## config.mk

```make
export PLATFORM = sky130hd
export DESIGN_NAME = sipo_rx
export DESIGN_NICKNAME = d
export VERILOG_FILES = /design/src/rtl/sipo_rx_pkg.sv /design/src/rtl/sipo_shift_core.sv /design/src/rtl/sipo_rx.sv
export SDC_FILE = /design/constraint.sdc
export NUM_CORES = 1
export LEC_CHECK = 0
export CAP_MARGIN = 20
export CORE_AREA = 2 2 39 41
export DETAILED_ROUTE_END_ITERATION = 8
export DIE_AREA = 0 0 41 43
export GPL_ROUTABILITY_DRIVEN = 0
export GPL_TIMING_DRIVEN = 0
export HOLD_SLACK_MARGIN = 0.03
export PLACE_DENSITY = 0.67
export SETUP_SLACK_MARGIN = 0.5
export SYNTH_ARGS = -nofsm -noshare
export SYNTH_HDL_FRONTEND = slang
export SYNTH_HIERARCHICAL = 1
export SYNTH_SLANG_ARGS = --single-unit
export TNS_END_PERCENT = 1
```

## constraint.sdc

```tcl
create_clock -name clk -period 1.7 [get_ports clk]
set_clock_uncertainty 0.15 [all_clocks]
set_input_delay 0.34 -clock clk [delete_from_list [all_inputs] [get_ports clk]]
set_output_delay 0.34 -clock clk [all_outputs]
set_load 0.01 [all_outputs]
```

## src/rtl/sipo_rx_pkg.sv

```systemverilog
// Shared types and sizing helpers for the sipo_rx serial receiver.
// Frame length grows by one parity bit when SIPO_RX_PARITY_CHECK_EN is defined.
package sipo_rx_pkg;

`ifdef SIPO_RX_PARITY_CHECK_EN
    localparam bit PARITY_EN = 1'b1;
`else
    localparam bit PARITY_EN = 1'b0;
`endif

    typedef enum logic {
        SHIFT_RIGHT = 1'b0,
        SHIFT_LEFT  = 1'b1
    } shift_dir_e;

    function automatic int frame_len(input int width);
        return PARITY_EN ? width + 1 : width;
    endfunction

    function automatic int cnt_w(input int frame);
        return (frame < 2) ? 1 : $clog2(frame);
    endfunction

endpackage

```

## src/rtl/sipo_shift_core.sv

```systemverilog
// Shift register and bit counter for sipo_rx: assembles FRAME bits and
// pulses word_done_o combinationally in the cycle the last bit is sampled.
module sipo_shift_core
    import sipo_rx_pkg::*;
#(
    parameter int         FRAME = 4,
    parameter shift_dir_e DIR   = SHIFT_LEFT
) (
    input  logic             clk,
    input  logic             rst_n,
    input  logic             s_in_i,
    input  logic             s_valid_i,
    input  logic             s_sync_i,
    output logic [FRAME-1:0] frame_o,
    output logic             word_done_o
);

    localparam int             CW   = cnt_w(FRAME);
    localparam logic [CW-1:0]  LAST = CW'(FRAME - 1);

    logic [FRAME-1:0] sreg_q, sreg_d, shifted;
    logic [CW-1:0]    cnt_q, cnt_d;

    // A sync bit starts a fresh word, so the old contents are zeroed rather than shifted.
    always_comb begin
        shifted = sreg_q;
        if (DIR == SHIFT_LEFT)
            shifted = s_sync_i ? {{(FRAME-1){1'b0}}, s_in_i} : {sreg_q[FRAME-2:0], s_in_i};
        else
            shifted = s_sync_i ? {s_in_i, {(FRAME-1){1'b0}}} : {s_in_i, sreg_q[FRAME-1:1]};
    end

    always_comb begin
        sreg_d      = sreg_q;
        cnt_d       = cnt_q;
        word_done_o = 1'b0;
        if (s_valid_i) begin
            sreg_d = shifted;
            if (s_sync_i) begin
                cnt_d = CW'(1);
            end else if (cnt_q == LAST) begin
                cnt_d       = '0;
                word_done_o = 1'b1;
            end else begin
                cnt_d = cnt_q + 1'b1;
            end
        end
    end

    always_ff @(posedge clk) begin
        if (!rst_n) begin
            sreg_q <= '0;
            cnt_q  <= '0;
        end else begin
            sreg_q <= sreg_d;
            cnt_q  <= cnt_d;
        end
    end

    assign frame_o = shifted;

endmodule

```

## src/rtl/sipo_rx.sv

```systemverilog
// Serial-in/parallel-out receiver with a one-entry valid/ready output buffer
// and sticky overflow. Parity checking is enabled by SIPO_RX_PARITY_CHECK_EN.
module sipo_rx
    import sipo_rx_pkg::*;
#(
    parameter int WIDTH     = 4,
    parameter bit MSB_FIRST = 1'b1
) (
    input  logic             clk,
    input  logic             rst_n,
    input  logic             s_in,
    input  logic             s_valid,
    input  logic             s_sync,
    output logic [WIDTH-1:0] m_data,
    output logic             m_valid,
    input  logic             m_ready,
    output logic             overflow,
    input  logic             clr_ovf,
    output logic             parity_err
);

    localparam int FRAME = frame_len(WIDTH);

    logic [FRAME-1:0] frame_w;
    logic [WIDTH-1:0] data_w;
    logic             word_done;
    logic             load, ovf_set;

    logic [WIDTH-1:0] m_data_q, m_data_d;
    logic             m_valid_q, m_valid_d;
    logic             ovf_q, ovf_d;

    sipo_shift_core #(
        .FRAME (FRAME),
        .DIR   (MSB_FIRST ? SHIFT_LEFT : SHIFT_RIGHT)
    ) u_core (
        .clk         (clk),
        .rst_n       (rst_n),
        .s_in_i      (s_in),
        .s_valid_i   (s_valid),
        .s_sync_i    (s_sync),
        .frame_o     (frame_w),
        .word_done_o (word_done)
    );

    // Data bits are the first WIDTH bits received; a trailing parity bit sits at the far end.
    generate
        if (MSB_FIRST) begin : g_msb
            assign data_w = frame_w[FRAME-1 -: WIDTH];
        end else begin : g_lsb
            assign data_w = frame_w[WIDTH-1:0];
        end
    endgenerate

    assign load    = word_done & (~m_valid_q | m_ready);
    assign ovf_set = word_done & m_valid_q & ~m_ready;

    always_comb begin
        m_data_d  = m_data_q;
        m_valid_d = m_valid_q;
        if (load) begin
            m_data_d  = data_w;
            m_valid_d = 1'b1;
        end else if (m_valid_q && m_ready) begin
            m_valid_d = 1'b0;
        end
        ovf_d = ovf_set | (ovf_q & ~clr_ovf);
    end

    always_ff @(posedge clk) begin
        if (!rst_n) begin
            m_data_q  <= '0;
            m_valid_q <= 1'b0;
            ovf_q     <= 1'b0;
        end else begin
            m_data_q  <= m_data_d;
            m_valid_q <= m_valid_d;
            ovf_q     <= ovf_d;
        end
    end

`ifdef SIPO_RX_PARITY_CHECK_EN
    logic perr_q, perr_d;

    // Even parity: XOR over data and parity bits is 0 for a good frame.
    assign perr_d = load ? ^frame_w : perr_q;

    always_ff @(posedge clk) begin
        if (!rst_n) perr_q <= 1'b0;
        else        perr_q <= perr_d;
    end

    assign parity_err = perr_q;
`else
    assign parity_err = 1'b0;
`endif

    assign m_data   = m_data_q;
    assign m_valid  = m_valid_q;
    assign overflow = ovf_q;

endmodule

```

* Word level (Yosys, flattened, before mapping)
Cells that the tools add are included.
** Storage, ports and cells
- Register bits after elaboration :: 11
- Output and inout bits :: 7
- Word-level logic and storage cells :: 26
** Operators by class
- $add $sub $neg :: 1
- Equality and inequality tests :: 1
- Multiplexer cells :: 8
- Bitwise gates (word level) :: 9
- Reduce and logical (&&, ||, !) cells :: 2
** Operator list (count)
- $mux W1 :: 5
- $and A1 B1 Y1 :: 4
- $mux W2 :: 2
- $mux W4 :: 1
- $not A1 Y1 :: 3
- $add A2 B1 Y2 const B :: 1
- $eq A2 B2 Y1 const B :: 1
- $or A1 B1 Y1 :: 2
- $reduce_bool A2 Y1 :: 1
- $logic_and A1 B1 Y1 :: 1

* Depth between registers and ports, before layout
Gate-level depths: netlist of run 1.
- Depth in word-level cells :: 7
- Gate-level depth with buffers :: 5
- Gate-level depth less buffers :: 4

* Cells and area by module
Netlist of run 1, hierarchy kept.
** By module, submodules not included
- sipo_rx :: instances 1, cells an instance 28, area each 265.3 sq um, sequential area each 120.1 sq um
- sipo_shift_core :: instances 1, cells an instance 24, area each 251.5 sq um, sequential area each 100.1 sq um

* Least setup slack after synthesis of run 1
No wires, ideal clock.
- Path kind :: register -> register
- Start :: register u_core.cnt_q[0]
- End :: register m_data_q[0] (netlist: m_data[0])
- Setup time :: 0.118 ns
- Arrival :: 1.057 ns
- Data required time :: 1.432 ns
- Slack :: 0.375 ns
- Cell stages (with the launch flop) :: 6
- Buffers on the path :: 1
- Period minus slack after synthesis :: 1.325 ns
- Path through :: dfxtp_1 > ha_1 > and3b_2 > nor2b_2 > buf_6 > mux2i_1
** Between the ends
- Longest elaborated chain between the ends :: 5
** RTL lines
- start: declaration :: RTL line sipo_shift_core.sv:22 : logic [CW-1:0] cnt_q, cnt_d;
- start signal: assignment :: RTL line sipo_shift_core.sv:56 : cnt_q <= cnt_d;
- $eq A2 B2 Y1 :: RTL line sipo_shift_core.sv:41 : end else if (cnt_q == LAST) begin
- $mux W1 :: RTL line sipo_shift_core.sv:41
- $mux W1 :: RTL line sipo_shift_core.sv:39 : if (s_sync_i) begin
- $mux W1 :: RTL line sipo_shift_core.sv:37 : if (s_valid_i) begin
- via word_done :: RTL line sipo_rx.sv:26 : logic word_done;
- $and A1 B1 Y1 :: RTL line sipo_rx.sv:55 : assign load = word_done & (~m_valid_q | m_ready);
- end signal: assignment :: RTL line sipo_rx.sv:76 : m_data_q <= m_data_d;
- end: declaration :: RTL line sipo_rx.sv:29 : logic [WIDTH-1:0] m_data_q, m_data_d;
The timed path passes the listed nets, and every way through them passes these cells.
A chain may end at the register's enable or synchronous reset.

* Worst setup path in the final report of run 1
- Start :: register u_core.cnt_q[1]
- End :: register m_data_q[1] (netlist: m_data[1])
The elaborated chain is that of the path after synthesis.

==> qor.yml, run 1 <==
portBuffers: 11
hold_violations: 0
grt_max_degree: 11
busiest_layer: "met2"
io_pins: 14
dp_hpwl_um: 649.8
crit_required_ns: 1.74
max_stage_delay_ns: 0.36
clk_latency_ns: 0.26
p_seq_frac: 0.543
numCtsBuffers: 3
finalSetupViolCount: 0
grt_pass1_wl_um: 1559
status: "finished, final reports clean"
synth_enable_flop_cells: 0
syn_inst: 52
area_delta_synth_final_pct: 36.08
drtIter0Drc: 7
synthAdderAreaFrac: 0.02421
synth_cell_types: 20
hold_path.class: "in2reg"
ys.flop_type: "dfxtp_1"
endpoint_kind: "flip-flop"
viasPerCell: 4.786
synth_top_family_by_area: "simple AND/OR/NAND/NOR gates"
core_area_um2: 1384
die_h_um: 43
antenna_found_initial: 0
crit_type: "reg2reg"
n_fill_cell: 142
synth_seq_cells: 11
synthMuxAreaShare: 0.09685
synth_xor_area_frac: 0
p_clk_frac: 0.360
grt_util_met3: 0.03141
holdBufCountCts: 0
gr-total-overflow: 0
timing.critical_path.buf_inv: 1
post-route-drc-count: 0
regArea_um2: 222.7
antenna_cells: 0
synth_top_cell_area_share: 0.4262
start_kind: "flip-flop"
die_area_um2: 1763
synth.most_common_cell: "dfxtp_1"
cp.depth: 5
yosysWarnings: 6
num-nets-final: 77
crit_slowest_cell: "dfxtp_2"
firstDrtPassIters: 4
drv_cap: 0
ant_nets: 0
layout_min_cycle_time_ns: 1.340
start_util: 0.3734
routedWlPerCell_um: 10.49
cp.arrival_ns: 1.38
slew_viol_final: 0
p_sw_uw: 109.7
gr-usage-met2: 0.1906
sw_frac_of_total: 0.2232
root_buffer: "clkbuf_4"
cts_tree: "yes"
worst_path_dominant_cell_family: "flip-flops"
grt_pass1_vias: 382
synth_area_um2: 516.7
die_x_um: 41
final_cell_area_um2: 703.2
yosys-top-cells-count: "dfxtp_1, nand2_1, nor2b_1"
yosys.area.top_type: "dfxtp_1"
cts.htree.levels: 1
fin_cells: 84
timing.final.crit_share: 0.7885
clock_sinks: 11
num_rows: 14
synthesis.nets: 60
clk_path_buf_depth: 2
ys_seq_area_frac: 0.4262
clk_pin_slew_worst_paths_ns: 0.07
synth-simple-area-share: 0.2663
wirelength_um: 881
power_per_cell_area_nw_per_um2: 699.2
holdPathStages: 2
irDropWorstVdd_mv: 0.3558
combPwrFrac: 0.097
synth-compound-area-share: 0.09685
internal-power_uw: 381.9
vias: 402
multi_input_area_um2: 271.5
placedInstanceArea_um2: 655.6
rsz0062_at_grt: "yes"
power_uw: 491.7
use_met1: 0.1639
cp_cell_sequence: "ha_4 > and3b_2 > nor2b_4 > buf_6 > mux2i_1"
crit_fanout: 4
async_reset_ff_frac: 0
synth_area_per_cell_um2: 9.937
synth_area_leaders: "dfxtp_1, mux2i_1, nor2b_1, nand2_1, buf_6"
drive_gt1_frac: 0.2353
grt_usage: 0.1364
power.leakage_nw: 0.3039
rr_worst_depth: 5
max_freq_mhz: 746.0
place_inst: 79
## what timing repair did
action,in CTS,in global routing
setup endpoints to repair,14,15
pin swaps,2,0
resized for setup,15,1
buffers inserted,1,0
## area by class of cell
| cell class | count | share of cell area |
|---|---|---|
| timing repair buffer | 12 | 0.1673 |
| clock buffer | 4 | 0.03737 |
| buffer | 5 | 0.06406 |
| tap | 16 | 0.02847 |
| multi-input combinational | 36 | 0.3861 |
| sequential | 11 | 0.3167 |
## metal layers
metal / share of wire / up-vias
met5: 0 / -
met3: 0.050 / 2
met2: 0.51 / 11
met1: 0.42 / 186
met4: 0.019 / 0
li1: - / 203
## kinds of logic (layout without fill, tap and decap cells)
group / after synthesis / after routing
adder cells (fa/ha/maj): 1 / 1
buffers and inverters: 5 / 21
AND/OR/NAND/NOR: 22 / 22
multiplexers: 5 / 5
flip-flops: 11 / 11
other: 1 / 1
AO/OA/AOI/OAI: 7 / 7
## power by group through the flow
stage	registers, mW	logic [mW]	clock network, mW
final	0.267	0.0476	0.177
after global routing	0.267	0.0541	0.198
after CTS	0.267	0.0482	0.186
after detailed placement	0.272	0.0446	0
after global placement	0.272	0.0443	0
after floorplan	0.271	0.0249	0
## placed cells by master, fill, tap and decap left out, drive strengths merged
| cell | netlist | final |
|---|---|---|
| conb | 1 | 1 |
| dlygate4sd2 | 0 | 3 |
| nand4b | 1 | 1 |
| a21oi | 2 | 2 |
| o21a | 1 | 1 |
| a31o | 2 | 2 |
| nor2b | 8 | 8 |
| mux2i | 5 | 5 |
| buf | 5 | 6 |
| o21ai | 1 | 1 |
| nand3b | 1 | 1 |
| and3b | 3 | 3 |
| dfxtp | 11 | 11 |
| dlymetal6s2s | 0 | 1 |
| ha | 1 | 1 |
| clkbuf | 0 | 4 |
| o21ba | 1 | 1 |
| nand2 | 9 | 9 |
| clkdlybuf4s50 | 0 | 3 |
| clkdlybuf4s15 | 0 | 4 |
## state kept, by name, indices dropped and copies added, names as in the netlist
signal,count
overflow,1
u_core/sreg_q,3
m_data,4
m_valid,1
u_core/cnt_q,2
## worst paths after layout
path	startpoint	to	slack, ns
max	u_core/cnt_q[1]$_SDFFE_PN0P_	m_data[1]$_SDFFE_PN0P_	0.36
min	s_valid	u_core/cnt_q[0]$_SDFFE_PN0P_	0.13
max reg2reg	u_core/cnt_q[1]$_SDFFE_PN0P_	m_data[1]$_SDFFE_PN0P_	0.36
min reg2reg	m_data[2]$_SDFFE_PN0P_	m_data[2]$_SDFFE_PN0P_	0.30
## stage by stage
step | TNS (ns) | hold slack [ns] | util | worst slack (ns)
5_1_grt | 0 | 0.1287 | 0.5081 | 0.2715
4_1_cts | 0 | 0.1199 | 0.5063 | 0.3480
6_report | 0 | 0.1311 | 0.5081 | 0.3596
3_5_place_dp | -0.3624 | 0.2970 | 0.4738 | -0.1072
3_3_place_gp | -0.3562 | 0.2960 | 0.4738 | -0.09950
2_1_floorplan | 0 | 0.3058 | - | 0.4163
No activity file was read; power rests on OpenSTA's default activity.
==> run 2, diff against run 1 <==
==> constraint.sdc (replaced) <==
create_clock -name clk -period 1.3 [get_ports clk]
set_clock_uncertainty 0.15 [all_clocks]
set_input_delay 0.26 -clock clk [delete_from_list [all_inputs] [get_ports clk]]
set_output_delay 0.26 -clock clk [all_outputs]
set_load 0.01 [all_outputs]
==> run 2 against run 1 <==
The flow now finishes with violations (negative setup slack). First-iteration DRC count rose by 14%. Non-clock buffer count unchanged. Utilization rose by 0.63 points. Worst setup slack got worse by 0.40 ns. Die area did not move. Cell count stayed put. Highest routed layer unchanged.
==> qor.yml, run 2 (synthesis gave the netlist of run 1 again) <==
finalSetupViolCount: 4  # was 0
power.leakage_nw: 0.3036  # was 0.3039 nW
wirelength_um: 886  # was 881 um
numCtsBuffers: 3  # unchanged
crit_type: "reg2reg"  # unchanged
core_area_um2: 1384  # unchanged
area_delta_synth_final_pct: 37.77  # was 36.08%
die_area_um2: 1763  # unchanged
layout_min_cycle_time_ns: 1.336  # was 1.340 ns
failed_checks: "negative setup slack"
routedWlPerCell_um: 10.55  # was 10.49 um
largest_register_ffs: 4  # unchanged
status: "finished, violations left"  # was finished, final reports clean
die_h_um: 43  # unchanged
endpoint_kind: "flip-flop"  # unchanged
drv_cap: 0  # unchanged
grt_usage: 0.1355  # was 0.1364
post-route-drc-count: 0  # unchanged
drtIter0Drc: 8  # was 7
hold_path.class: "in2reg"  # unchanged
cts_tree: "yes"  # unchanged
ant_nets: 0  # unchanged
layout_common_cells: "nand2_1, dfxtp_1, mux2i_1, nor2b_1, dfxtp_2"  # was nand2_1, dfxtp_1, nor2b_1, mux2i_1, buf_4
power_per_cell_area_nw_per_um2: 903.8  # was 699.2 nW/um2
hold_ws_ns: 0.05314  # was 0.1311 ns
clk_pin_slew_worst_paths_ns: 0.07  # about the same
antenna_found_initial: 0  # unchanged
antenna_cells: 0  # unchanged
io_pins: 14  # unchanged
mostFrequentLayoutCell: "nand2_1"
setup_ws_ns: -0.03642  # was 0.3596 ns
drive_gt1_frac: 0.3824  # was 0.2353
num-nets-final: 77  # unchanged
irDropWorstVdd_mv: 0.4639  # was 0.3558 mV
slew_viol_final: 0  # unchanged
crit_required_ns: 1.34  # was 1.74 ns
vias: 398  # was 402
hold_violations: 0  # unchanged
firstDrtPassIters: 4  # unchanged
clock_sinks: 11  # unchanged
rsz0062_at_grt: "yes"  # unchanged
die_x_um: 41  # unchanged
grt_pass1_wl_um: 1538  # was 1559 um
grt_pass1_vias: 383  # was 382
timing.final.crit_share: 1.028  # was 0.7885
gr-total-overflow: 0  # unchanged
max_freq_mhz: 748.3  # was 746.0 MHz
grt_max_degree: 11  # unchanged
cp.arrival_ns: 1.38  # about the same
start_kind: "flip-flop"  # unchanged
viasPerCell: 4.738  # was 4.786
holdBufCountCts: 0  # unchanged
crit_fanout: 4  # unchanged
root_buffer: "clkbuf_4"  # unchanged
clk_latency_ns: 0.26  # about the same
dp_hpwl_um: 649.8  # unchanged
clk_path_buf_depth: 2  # unchanged
cts.htree.levels: 1  # unchanged
portBuffers: 11  # unchanged
num_rows: 14  # unchanged
start_util: 0.3734  # unchanged
power_uw: 643.4  # was 491.7 uW
## run 2: critical path, cell delays in order, from the launching register on
cell,delay [ns]
dfxtp_2,0.35
ha_4,0.13
and3b_2,0.19
nor2b_4,0.14
buf_6,0.12
mux2i_1,0.18
## run 2: through the flow
step | setup TNS (ns) | worst slack, ns | instance area, um2 | instances | util
floorplan | 0 | 0.01631 | 525.5 | 52 | -
global placement | -2.478 | -0.4195 | 655.6 | 79 | 0.4738
detailed placement | -2.500 | -0.4272 | 655.6 | 79 | 0.4738
CTS | -0.1427 | -0.05199 | 701.9 | 84 | 0.5072
global route | -0.4448 | -0.1285 | 711.9 | 84 | 0.5145
finish | -0.08159 | -0.03642 | 711.9 | 84 | 0.5145
## run 2: path summary, 6_finish.rpt
| check | startpoint | end | slack (ns) | cells after the start |
|---|---|---|---|---|
| setup / recovery | u_core/cnt_q[0]$_SDFFE_PN0P_ | m_data[1]$_SDFFE_PN0P_ | -0.04 | 5 |
| setup reg to reg | u_core/cnt_q[0]$_SDFFE_PN0P_ | m_data[1]$_SDFFE_PN0P_ | -0.04 | 5 |
| hold reg to reg | m_data[2]$_SDFFE_PN0P_ | m_data[2]$_SDFFE_PN0P_ | 0.30 | 2 |
| hold / removal | s_valid | u_core/cnt_q[0]$_SDFFE_PN0P_ | 0.05 | 2 |
## run 2: final cells by class
| type | count | area [um2] |
|---|---|---|
| Fill cell | 142 | 671.9 |
| Multi-Input combinational cell | 36 | 279.0 |
| Sequential cell | 11 | 226.5 |
| Timing Repair Buffer | 12 | 115.1 |
| Buffer | 5 | 45.04 |
| Clock buffer | 4 | 26.28 |
| Tap cell | 16 | 20.02 |
## run 2: what timing repair did
item                       4_1_cts  5_1_grt
resized for setup               34        3
setup endpoints to repair       17       17
pin swaps                        3        4
setup buffers                    1        0
## run 2: power breakdown
group          switching, mW  total, mW  internal [mW]  leakage (nW)
registers            0.00499      0.349          0.344        0.0914
clock network          0.113      0.231          0.119        0.0150
logic                 0.0263     0.0630         0.0367         0.197
total                  0.144      0.643          0.499         0.304
## run 2: layer usage
| layer | track usage | up-vias | part of all wire | wire, um |
|---|---|---|---|---|
| met5 | 0 | - | 0 | 0 |
| met2 | 0.1938 | 12 | 0.50 | 443 |
| met4 | 0.1200 | 0 | 0.021 | 19 |
| met3 | 0.03141 | 2 | 0.051 | 45 |
| li1 | - | 204 | - | - |
| met1 | 0.1579 | 180 | 0.43 | 378 |
